[config.mk]
export PLATFORM = sky130hd
export DESIGN_NAME = pipe_control
export DESIGN_NICKNAME = d
export VERILOG_FILES = /design/src/rtl/pipe_control.sv
export SDC_FILE = /design/constraint.sdc
export NUM_CORES = 1
export LEC_CHECK = 0
export CAP_MARGIN = 30
export CORE_UTILIZATION = 46
export DETAILED_ROUTE_END_ITERATION = 10
export GPL_TIMING_DRIVEN = 0
export PLACE_DENSITY_LB_ADDON = 0.3
export SLEW_MARGIN = 25
export SYNTH_ARGS = -nofsm -noshare
export SYNTH_HDL_FRONTEND = slang
export SYNTH_SLANG_ARGS = --single-unit
[constraint.sdc]
create_clock -name i_clk -period 2.75 [get_ports i_clk]
set_input_delay 0.55 -clock i_clk [delete_from_list [all_inputs] [get_ports i_clk]]
set_output_delay 0.55 -clock i_clk [all_outputs]
set_load 0.01 [all_outputs]
[src/rtl/pipe_control.sv]
// pipe_control: ID-stage decode, load-use stall FSM, branch redirect and the
// ID->EX->MEM->WB control pipeline for a 5-stage core.

`ifndef PIPE_CONTROL_DEFS
`define PIPE_CONTROL_DEFS
`define ALU_ADD          4'd0
`define ALU_SUB          4'd1
`define ALU_AND          4'd2
`define ALU_OR           4'd3
`define ALU_SLT          4'd4
`define ALU_SLL          4'd5
`define ALU_SRL          4'd6
`define ALU_SRA          4'd7
`define ALU_A_SEL_REG    1'b0
`define ALU_A_SEL_SHAMT  1'b1
`define ALU_B_SEL_REG    1'b0
`define ALU_B_SEL_IMM    1'b1
`define RD_DATA_SEL_ALU  1'b0
`define RD_DATA_SEL_MEM  1'b1
`endif

module pipe_control #(
    parameter int LOAD_STALL = 1,
    parameter int ENABLE_BNE = 1
) (
    input  logic       i_clk,
    input  logic       i_rst,
    input  logic       i_id_valid,
    input  logic [5:0] i_opcode,
    input  logic [5:0] i_funct,
    input  logic [4:0] i_rs,
    input  logic [4:0] i_rt,
    input  logic [4:0] i_rd,
    input  logic       i_equal,
    output logic       o_stall,
    output logic       o_flush,
    output logic       o_jump,
    output logic [3:0] o_ex_alu_op,
    output logic       o_ex_alu_a_sel,
    output logic       o_ex_alu_b_sel,
    output logic       o_mem_en,
    output logic       o_wb_rd_en,
    output logic [4:0] o_wb_rd_addr,
    output logic       o_wb_rd_data_sel,
    output logic       o_illegal
);

    localparam logic [0:0] S_RUN   = 1'b0;
    localparam logic [0:0] S_STALL = 1'b1;
    // The hazard cycle itself is the first stall cycle; the STALL state
    // covers the remaining LOAD_STALL-1 cycles.
    localparam logic [1:0] STALL_EXTRA = 2'(LOAD_STALL - 1);

    logic [0:0] r_state;
    logic [1:0] r_cnt;

    logic       w_legal, w_taken, w_reads_rs, w_reads_rt, w_is_load, w_wr, w_mem_en;
    logic [3:0] w_alu_op;
    logic       w_a_sel, w_b_sel, w_dsel;
    logic [4:0] w_dst;
    logic       w_hazard, w_bubble, w_dst_nz;

    // EX / MEM / WB control registers
    logic [3:0] r_ex_alu_op;
    logic       r_ex_a_sel, r_ex_b_sel, r_ex_mem_en, r_ex_wr, r_ex_dsel, r_ex_load;
    logic [4:0] r_ex_dst;
    logic       r_mem_mem_en, r_mem_wr, r_mem_dsel;
    logic [4:0] r_mem_dst;
    logic       r_wb_wr, r_wb_dsel;
    logic [4:0] r_wb_dst;
    logic       r_illegal;

    // Decode the ID instruction into EX-stage controls and hazard info
    always_comb begin
        w_legal    = 1'b0;
        w_taken    = 1'b0;
        w_reads_rs = 1'b0;
        w_reads_rt = 1'b0;
        w_is_load  = 1'b0;
        w_wr       = 1'b0;
        w_mem_en   = 1'b0;
        w_alu_op   = `ALU_SLL;
        w_a_sel    = `ALU_A_SEL_REG;
        w_b_sel    = `ALU_B_SEL_REG;
        w_dsel     = `RD_DATA_SEL_ALU;
        w_dst      = i_rd;
        case (i_opcode)
            6'h00: begin
                w_legal    = 1'b1;
                w_reads_rs = 1'b1;
                w_reads_rt = 1'b1;
                w_wr       = 1'b1;
                case (i_funct)
                    6'h20: w_alu_op = `ALU_ADD;
                    6'h22: w_alu_op = `ALU_SUB;
                    6'h24: w_alu_op = `ALU_AND;
                    6'h25: w_alu_op = `ALU_OR;
                    6'h2A: w_alu_op = `ALU_SLT;
                    6'h00: begin w_alu_op = `ALU_SLL; w_a_sel = `ALU_A_SEL_SHAMT; end
                    6'h02: begin w_alu_op = `ALU_SRL; w_a_sel = `ALU_A_SEL_SHAMT; end
                    6'h03: begin w_alu_op = `ALU_SRA; w_a_sel = `ALU_A_SEL_SHAMT; end
                    default: begin w_legal = 1'b0; w_wr = 1'b0; end
                endcase
            end
            6'h08: begin  // ADDI
                w_legal = 1'b1; w_reads_rs = 1'b1; w_wr = 1'b1; w_dst = i_rt;
                w_alu_op = `ALU_ADD; w_b_sel = `ALU_B_SEL_IMM;
            end
            6'h23: begin  // LW
                w_legal = 1'b1; w_reads_rs = 1'b1; w_wr = 1'b1; w_dst = i_rt;
                w_is_load = 1'b1; w_dsel = `RD_DATA_SEL_MEM;
                w_alu_op = `ALU_ADD; w_b_sel = `ALU_B_SEL_IMM;
            end
            6'h2B: begin  // SW
                w_legal = 1'b1; w_reads_rs = 1'b1; w_reads_rt = 1'b1; w_mem_en = 1'b1;
                w_alu_op = `ALU_ADD; w_b_sel = `ALU_B_SEL_IMM;
            end
            6'h04: begin  // BEQ
                w_legal = 1'b1; w_reads_rs = 1'b1; w_reads_rt = 1'b1; w_taken = i_equal;
            end
            6'h05: begin  // BNE
                if (ENABLE_BNE != 0) begin
                    w_legal = 1'b1; w_reads_rs = 1'b1; w_reads_rt = 1'b1; w_taken = ~i_equal;
                end
            end
            6'h02: begin  // J
                w_legal = 1'b1; w_taken = 1'b1;
            end
            default: ;
        endcase
    end

    // Hazard detection, stall / redirect outputs
    assign w_dst_nz = (w_dst != 5'd0);
    assign w_hazard = (r_state == S_RUN) & i_id_valid & w_legal & r_ex_load &
                      ((w_reads_rs & (i_rs == r_ex_dst)) | (w_reads_rt & (i_rt == r_ex_dst)));
    assign o_stall  = w_hazard | (r_state == S_STALL);
    assign o_jump   = i_id_valid & w_legal & w_taken & ~o_stall;
    assign o_flush  = o_jump;
    // Branches carry no write/store controls, so they become bubbles naturally.
    assign w_bubble = ~i_id_valid | ~w_legal | o_stall;

    // Stall FSM: r_cnt holds the STALL-state cycles still to run
    always_ff @(posedge i_clk) begin
        if (i_rst) begin
            r_state <= S_RUN;
            r_cnt   <= 2'd0;
        end else begin
            case (r_state)
                S_RUN: if (w_hazard && STALL_EXTRA != 2'd0) begin
                    r_state <= S_STALL;
                    r_cnt   <= STALL_EXTRA;
                end
                default: if (r_cnt <= 2'd1) begin
                    r_state <= S_RUN;
                    r_cnt   <= 2'd0;
                end else begin
                    r_cnt <= r_cnt - 2'd1;
                end
            endcase
        end
    end

    // Advance control through EX, MEM and WB; bubbles enter EX on stall/invalid
    always_ff @(posedge i_clk) begin
        if (i_rst || w_bubble) begin
            r_ex_alu_op <= `ALU_SLL;
            r_ex_a_sel  <= `ALU_A_SEL_REG;
            r_ex_b_sel  <= `ALU_B_SEL_REG;
            r_ex_mem_en <= 1'b0;
            r_ex_wr     <= 1'b0;
            r_ex_dsel   <= `RD_DATA_SEL_ALU;
            r_ex_load   <= 1'b0;
            r_ex_dst    <= 5'd0;
        end else begin
            r_ex_alu_op <= w_alu_op;
            r_ex_a_sel  <= w_a_sel;
            r_ex_b_sel  <= w_b_sel;
            r_ex_mem_en <= w_mem_en;
            r_ex_wr     <= w_wr & w_dst_nz;
            r_ex_dsel   <= w_dsel;
            r_ex_load   <= w_is_load & w_dst_nz;
            r_ex_dst    <= w_dst;
        end
        if (i_rst) begin
            r_mem_mem_en <= 1'b0;
            r_mem_wr     <= 1'b0;
            r_mem_dsel   <= `RD_DATA_SEL_ALU;
            r_mem_dst    <= 5'd0;
            r_wb_wr      <= 1'b0;
            r_wb_dsel    <= `RD_DATA_SEL_ALU;
            r_wb_dst     <= 5'd0;
        end else begin
            r_mem_mem_en <= r_ex_mem_en;
            r_mem_wr     <= r_ex_wr;
            r_mem_dsel   <= r_ex_dsel;
            r_mem_dst    <= r_ex_dst;
            r_wb_wr      <= r_mem_wr;
            r_wb_dsel    <= r_mem_dsel;
            r_wb_dst     <= r_mem_dst;
        end
    end

    // One-cycle illegal-instruction pulse
    always_ff @(posedge i_clk) begin
        if (i_rst) r_illegal <= 1'b0;
        else       r_illegal <= i_id_valid & ~w_legal;
    end

    assign o_ex_alu_op      = r_ex_alu_op;
    assign o_ex_alu_a_sel   = r_ex_a_sel;
    assign o_ex_alu_b_sel   = r_ex_b_sel;
    assign o_mem_en         = r_mem_mem_en;
    assign o_wb_rd_en       = r_wb_wr;
    assign o_wb_rd_addr     = r_wb_dst;
    assign o_wb_rd_data_sel = r_wb_dsel;
    assign o_illegal        = r_illegal;

endmodule

==> impl_results.md, run 1 <==
- Worst EP required: 2.20 ns
- Fill count: 281
- Syn_area_per_cell: 9.79 um^2
- Initial core utilization: 48.6%
- Worst-path clk slew: 0.10 ns
- Critical path arrival: 2.15 ns
- Worst rel slew slack: 65.3%
- DP Area: 2120 um^2
- Unique masters post-synth: 45
- Chip width: 61.6 um
- TritonCTS clock tree: built
- Mapped Cells: 167
- Hold Startpoint: r_mem_dst[1]
- P_leak: 0.000920 uW
- Final worst-path cycle share: 98.2%
- Synth Net Count: 198
- Nets: 260
- Synthesis warning total: 0
- Worst Hold Endpoint: o_wb_rd_addr[1]
- Clk root buf: clkbuf_4
- Post-route ant nets: 0
- Prevailing post-synth register cell: dfxtp_1
- CP max FO: 9
- IO Pins: 49
- Die Span Y: 61.6 um
- Final non-filler cell total: 276
- Ratio of cells with drive above 1 in the final layout: 33.0%
- Crit start category: input port
- Number of synthesized flops with an enable pin: 0
- Sequential share of the synthesized area: 40.4%
- Min-Delay Path Class: reg2reg
- Maximum vdd drop: 0.000179 V
- Setup CP Type: in2out
- Minimum clock period: 2.70 ns
- H-tree depth: 2
- Crit. End Element: output pin
- Total grt overflow: 0
- FF-to-FF End: o_ex_alu_b_sel
- Port Buffers: 42
- Final slew viol count: 0
- DRC violations left: 0
- Max Fclk: 370 MHz
- Die area: 3800 um^2
- Outcome: completed
- CORE AREA: 3360 um^2
- Critical-path top delay cell: or4_4
- Sequential standard cell area: 666 um^2
- Worst skew pair latency: 0.33 ns
- Tot Pwr: 890 uW
- CTS Sinks: 33
- Power Dens Cells: 381 nW/um^2
- Pre-CTS setup slack: -0.941 ns
- FP Rows: 21
- Routed wire per std cell: 14.7 um
- Area Growth Syn to Fin: 42.8%
- Syn Std Cell Area: 1640 um^2
- Iteration-0 DRC count of the detailed router: 47
- Global-route total usage across every layer: 23.0%
- R2R setup slack: 0.81 ns
- N_diodes: 0
- Skew final: 0.00551 ns
- Setup WS post-layout: 0.0482 ns
- CP Cell Sequence: buf_4 > and3_4 > a32oi_2 > or4_4 > o2111ai_4 > buf_6 > nor3_4 > buf_4 > buf_6
- Number of vias in the routed layout: 1,497
- Final Setup Violations: 0
- Ys async rst share: 0%
- Initial antenna violation count: 0
- Maximum buffer depth of the clock tree: 2
- Final WL: 4070 um
- Vias in the first global route: 1,409
- First-pass GRT wire length: 6150 um
- Slew @ Worst Pin: 0.521 ns
- Max-cap violations: 0
- Detailed Place HPWL: 2850 um
- R2R depth: 8
- DR vias/cell: 5.42
- Largest net degree at the start of global routing: 12
- GP Congestion: 0.874
- CTS buffer count: 5
- Crit path largest cell delay: 0.58 ns
- Drt first pass iters: 4
- Post-Place Cells: 255
- Hold Fails Final Rpt: 0
- R2r startpoint: r_ex_dst[2]
- Yosys reg bits: 33
- Hold depth: 1
- Final instance area: 2330 um^2
- Area of the multi-input gates: 981 um^2
==> Yosys cell counts (4+ instances only) <==
cell type  number  share of area (%)
nor2b_1        17                6.5
nor4b_1         4                2.1
nand3_1         5                1.5
xnor2_1         9                4.8
buf_4           4                1.8
dfxtp_1        33                 40
o21ai_0         4                1.2
nor2_1         12                2.8
nor3_2          9                5.5
nor3_1          5                1.5
nand2b_1        4                1.5
mux2i_1        10                6.1
nand2_1         5                1.1
==> cells in the final DEF (no fill, tap or decap), drive strengths merged, types with 2 or more instances in the layout <==
master	synthesis	final
nor4b	4	4
nand2b	4	4
or4	4	4
inv	2	2
dfxtp	33	33
nand3	5	5
xnor2	9	9
a21oi	3	3
nor2b	17	17
nand2	5	5
xor2	3	3
clkinv	0	2
nor3b	3	3
nor2	12	12
buf	9	24
dlygate4sd2	0	2
o21ai	5	5
clkbuf	3	17
nor3	14	14
clkdlybuf4s50	0	27
nor4	3	3
mux2i	10	10
dlymetal6s2s	0	2
and3	2	2
nand4	2	2
==> per-layer routing <==
layer	routed length [um]	vias to the layer above	GRT usage, %
met5	0	-	0
met2	2090	63	43.3
met1	1630	709	23.7
met3	235	11	5.25
met4	119	0	11.4
li1	-	714	-
==> critical path: cells and delay by family <==
family / cells / cell delay [ns]
AO/OA/AOI/OAI: 2 / 0.26
buffers and inverters: 4 / 0.51
AND/OR/NAND/NOR: 3 / 0.84
==> stage by stage <==
| step | hold WS [ns] | setup TNS (ns) | util, % |
|---|---|---|---|
| after floorplan | 0.414 | 0 | - |
| after global placement | 0.419 | -2.19 | 63.0 |
| after global routing | 0.466 | -0.0159 | 69.4 |
| after detailed placement | 0.430 | -2.37 | 63.0 |
| after CTS | 0.456 | -0.131 | 68.5 |
| final | 0.443 | 0 | 69.4 |
==> final cells by class <==
class | instances | share of cell area, %
Inverter | 2 | 0.322
Tap cell | 46 | 2.47
Buffer | 12 | 4.23
Multi-Input combinational cell | 120 | 42.0
Sequential cell | 33 | 28.5
Clock buffer | 5 | 1.61
Clock inverter | 3 | 0.750
Timing Repair Buffer | 55 | 20.1
==> kinds of logic after synthesis <==
group / synth area share [%]
flip-flops: 40.4
XOR/XNOR: 6.43
AND/OR/NAND/NOR: 32.1
other: 0.229
AO/OA/AOI/OAI: 8.88
buffers and inverters: 5.89
multiplexers: 6.12
==> worst max-delay path by stage <==
stage,startpoint,end
6_report,i_opcode[0],o_jump
2_1_floorplan,i_opcode[0],o_jump
4_1_cts,i_rt[4],o_jump
5_1_grt,i_funct[0],o_jump
3_5_place_dp,i_opcode[4],o_jump
3_3_place_gp,i_opcode[4],o_jump
==> power by group <==
group	switching [uW]	internal (uW)
logic	75.2	75.2
clock network	162	96.2
registers	1.26	480
total	239	651
==> flip-flops by register name, summed over array words and instances (netlist names), 2 cells and up <==
signal and count:
o_ex_alu_op 3, r_mem_dst 5, r_cnt 2, r_ex_dst 5, o_wb_rd_addr 5
==> timing repair <==
action,CTS,global route
buffers inserted,10,2
gates resized for setup,33,30
cloned,0,1
hold buffers,0,0
pin swaps,12,14
endpoints found under the setup margin,3,3
Note: power is estimated with default switching activity, not from simulation.
==> run 2, diff against run 1 <==
CTS_CLUSTER_SIZE = 8   (was not set)
==> results of run 2 <==
Final layout, timing and power as in run 1 (identical DEF).
==> run 3, diff against run 2 <==
CAP_MARGIN = 5   (was 30)
CORE_UTILIZATION = 50   (was 46)
DONT_BUFFER_PORTS = 1   (was not set)
TNS_END_PERCENT = 50   (was not set)
==> impl_results.md, run 3 (synthesis results as in run 1) <==
- Outcome: completed
- Initial core utilization: 53.1% (+4.5 points)
- Tot Pwr: 935 uW (+5.1%)
- Leading cell type in the layout, fill and taps excluded: dfxtp_1
- Drt first pass iters: 4 (unchanged)
- Fin Hold WS: 0.377 ns (-0.0659 ns)
- Skew final: 0.00973 ns (+0.00422 ns)
- CTS buffer count: 5 (unchanged)
- Reg power frac: 51.5% (-2.6 points)
- NetSw: 199 uW (-16%)
- First-pass GRT wire length: 4920 um (-20%)
- Logic pwr share: 9.1% (-7.8 points)
- Initial antenna violation count: 0 (unchanged)
- Routed wire per std cell: 13.8 um (-6.4%)
- Worst-path clk slew: 0.09 ns (about the same)
- Delay-heaviest family, CP: simple AND/OR/NAND/NOR gates
- Pint: 736 uW (+13%)
- DR vias/cell: 5.48 (+1.1%)
- Clock share of power: 39.4% (+10 points)
- Post-route ant nets: 0 (unchanged)
- Chip width: 59.2 um (-4.0%)
- CP Cell Sequence: buf_4 > and3_4 > a32oi_1 > or4_1 > o2111ai_2 > buf_6 > nor3_4 > buf_4
- FP Rows: 20 (-4.8%)
- P_leak: 0.000658 uW (-29%)
- Hold Startpoint: i_funct[0]
- Most frequent cells in the layout: dfxtp_1 (33), nor2b_1 (17), nor2_1 (11), mux2i_1 (10)
- Slew @ Worst Pin: 0.503 ns (-0.0179 ns)
- IO Pins: 49 (unchanged)
- Crit start category: input port
- Largest net degree at the start of global routing: 11 (-1)
- Most used cell, CP: buf_4
- Max-cap violations: 0 (unchanged)
- Power Dens Cells: 514 nW/um^2 (+35%)
- Clk root buf: clkbuf_4
- CP max FO: 9 (unchanged)
- Bufs and invs on worst path: 3 (-1)
- Number of vias in the routed layout: 1,223 (-18%)
- Global-route total usage across every layer: 19.1% (-3.9 points)
- Vias in the first global route: 1,148 (-19%)
- Worst rel slew slack: 66.2% (+0.92 points)
- Ratio of cells with drive above 1 in the final layout: 22.9% (-10 points)
- TritonCTS clock tree: built
- Minimum clock period: 2.67 ns (-0.0285 ns)
- RSZ-0062 raised after global routing: no
- Worst skew pair latency: 0.33 ns (about the same)
- Final non-filler cell total: 223 (-19%)
- CTS Sinks: 33 (unchanged)
- Maximum buffer depth of the clock tree: 2 (unchanged)
- Setup CP Type: in2out
- Nets: 209 (-20%)
- Final worst-path cycle share: 97.2% (-1.0 points)
- Total grt overflow: 0 (unchanged)
- Final Core Density: 59.1% (-10 points)
- Area Growth Syn to Fin: 11.2%
- Critical path arrival: 2.12 ns (-0.03 ns)
- Maximum vdd drop: 0.000163 V (-8.8%)
- Final WL: 3080 um (-24%)
- Iteration-0 DRC count of the detailed router: 61 (+30%)
- Port Buffers: 0 (-100%)
- Hold Fails Final Rpt: 0 (unchanged)
- Die Span Y: 59.2 um (-4.0%)
- CORE AREA: 3080 um^2 (-8.5%)
- Die area: 3500 um^2 (-7.7%)
- Crit. End Element: output pin
- Min-Delay Path Class: in2reg
- Critical-path top delay cell: or4_1
- Setup WS post-layout: 0.0767 ns (+0.0285 ns)
- H-tree depth: 2 (unchanged)
- Switch share: 21.3% (-5.5 points)
- Crit path largest cell delay: 0.58 ns (about the same)
- Worst EP required: 2.20 ns (about the same)
- CTS Hold Buffers Added: 0 (unchanged)
- Final Setup Violations: 0 (unchanged)
- R2r startpoint: r_ex_dst[3]
- Pre-CTS setup slack: -0.124 ns (+0.818 ns)
- Max Fclk: 374 MHz (+1.1%)
- DRC violations left: 0 (unchanged)
- Detailed Place HPWL: 2400 um (-16%)
- GP Congestion: 0.874 (about the same)
- Post-Place Cells: 211 (-17%)
- Final slew viol count: 0 (unchanged)
- N_diodes: 0 (unchanged)
- Setup crit start: i_opcode[5]
==> run 3: cell types whose count changed in the layout (fill, tap and decap cells not counted), sizes merged <==
| cell | before | now |
|---|---|---|
| dlymetal6s2s | 2 | 0 |
| clkinvlp | 1 | 0 |
| clkbuf | 17 | 10 |
| buf | 24 | 13 |
| clkinv | 2 | 0 |
| bufinv | 0 | 1 |
| dlygate4sd2 | 2 | 0 |
| clkdlybuf4s50 | 27 | 0 |
==> run 3: per-layer routing <==
layer	wire length (um)	vias to the layer above	global-route usage (%)
li1	-	611	-
met1	1360	558	22.4
met2	1490	47	31.9
met3	173	7	5.24
met4	52	0	9.18
met5	0	-	0
==> run 3: power groups by stage <==
| stage | logic (uW) | registers (uW) | clock network, uW |
|---|---|---|---|
| 2_1_floorplan | 71.2 | 493 | 0 |
| 5_1_grt | 93.3 | 482 | 405 |
| 3_5_place_dp | 83.5 | 493 | 0 |
| 6_report | 85.3 | 482 | 369 |
| 4_1_cts | 85.2 | 482 | 376 |
| 3_3_place_gp | 80.5 | 493 | 0 |
==> run 3: stage by stage <==
| stage | TNS [ns] | area [um^2] |
|---|---|---|
| final | 0 | 1820 |
| after global routing | 0 | 1820 |
| after CTS | 0 | 1800 |
| after detailed placement | -0.124 | 1700 |
| after global placement | -0.103 | 1700 |
| after floorplan | 0 | 1640 |
==> run 3: path summary, 6_finish.rpt <==
kind	to	slack, ns	cells after the start
worst max-delay path	o_jump	0.08	8
worst min-delay path	o_ex_alu_op[0]	0.38	2
worst max register to register	o_ex_alu_b_sel	0.84	7
worst min register to register	o_wb_rd_addr[3]	0.44	1
==> run 3: timing repair <==
| item | CTS | global route |
|---|---|---|
| setup endpoints to repair | 1 | 1 |
| buffers inserted | 2 | 2 |
| gates resized for setup | 2 | 0 |
| pin swaps | 1 | 1 |
==> run 3: area by class of cell <==
class / count / area, um^2
Buffer: 12 / 88.8
Fill cell: 276 / 1260
Multi-Input combinational cell: 120 / 892
Sequential cell: 33 / 661
Clock inverter: 1 / 30.0
Clock buffer: 7 / 55.1
Tap cell: 44 / 55.1
Timing Repair Buffer: 4 / 30.0
Inverter: 2 / 7.51
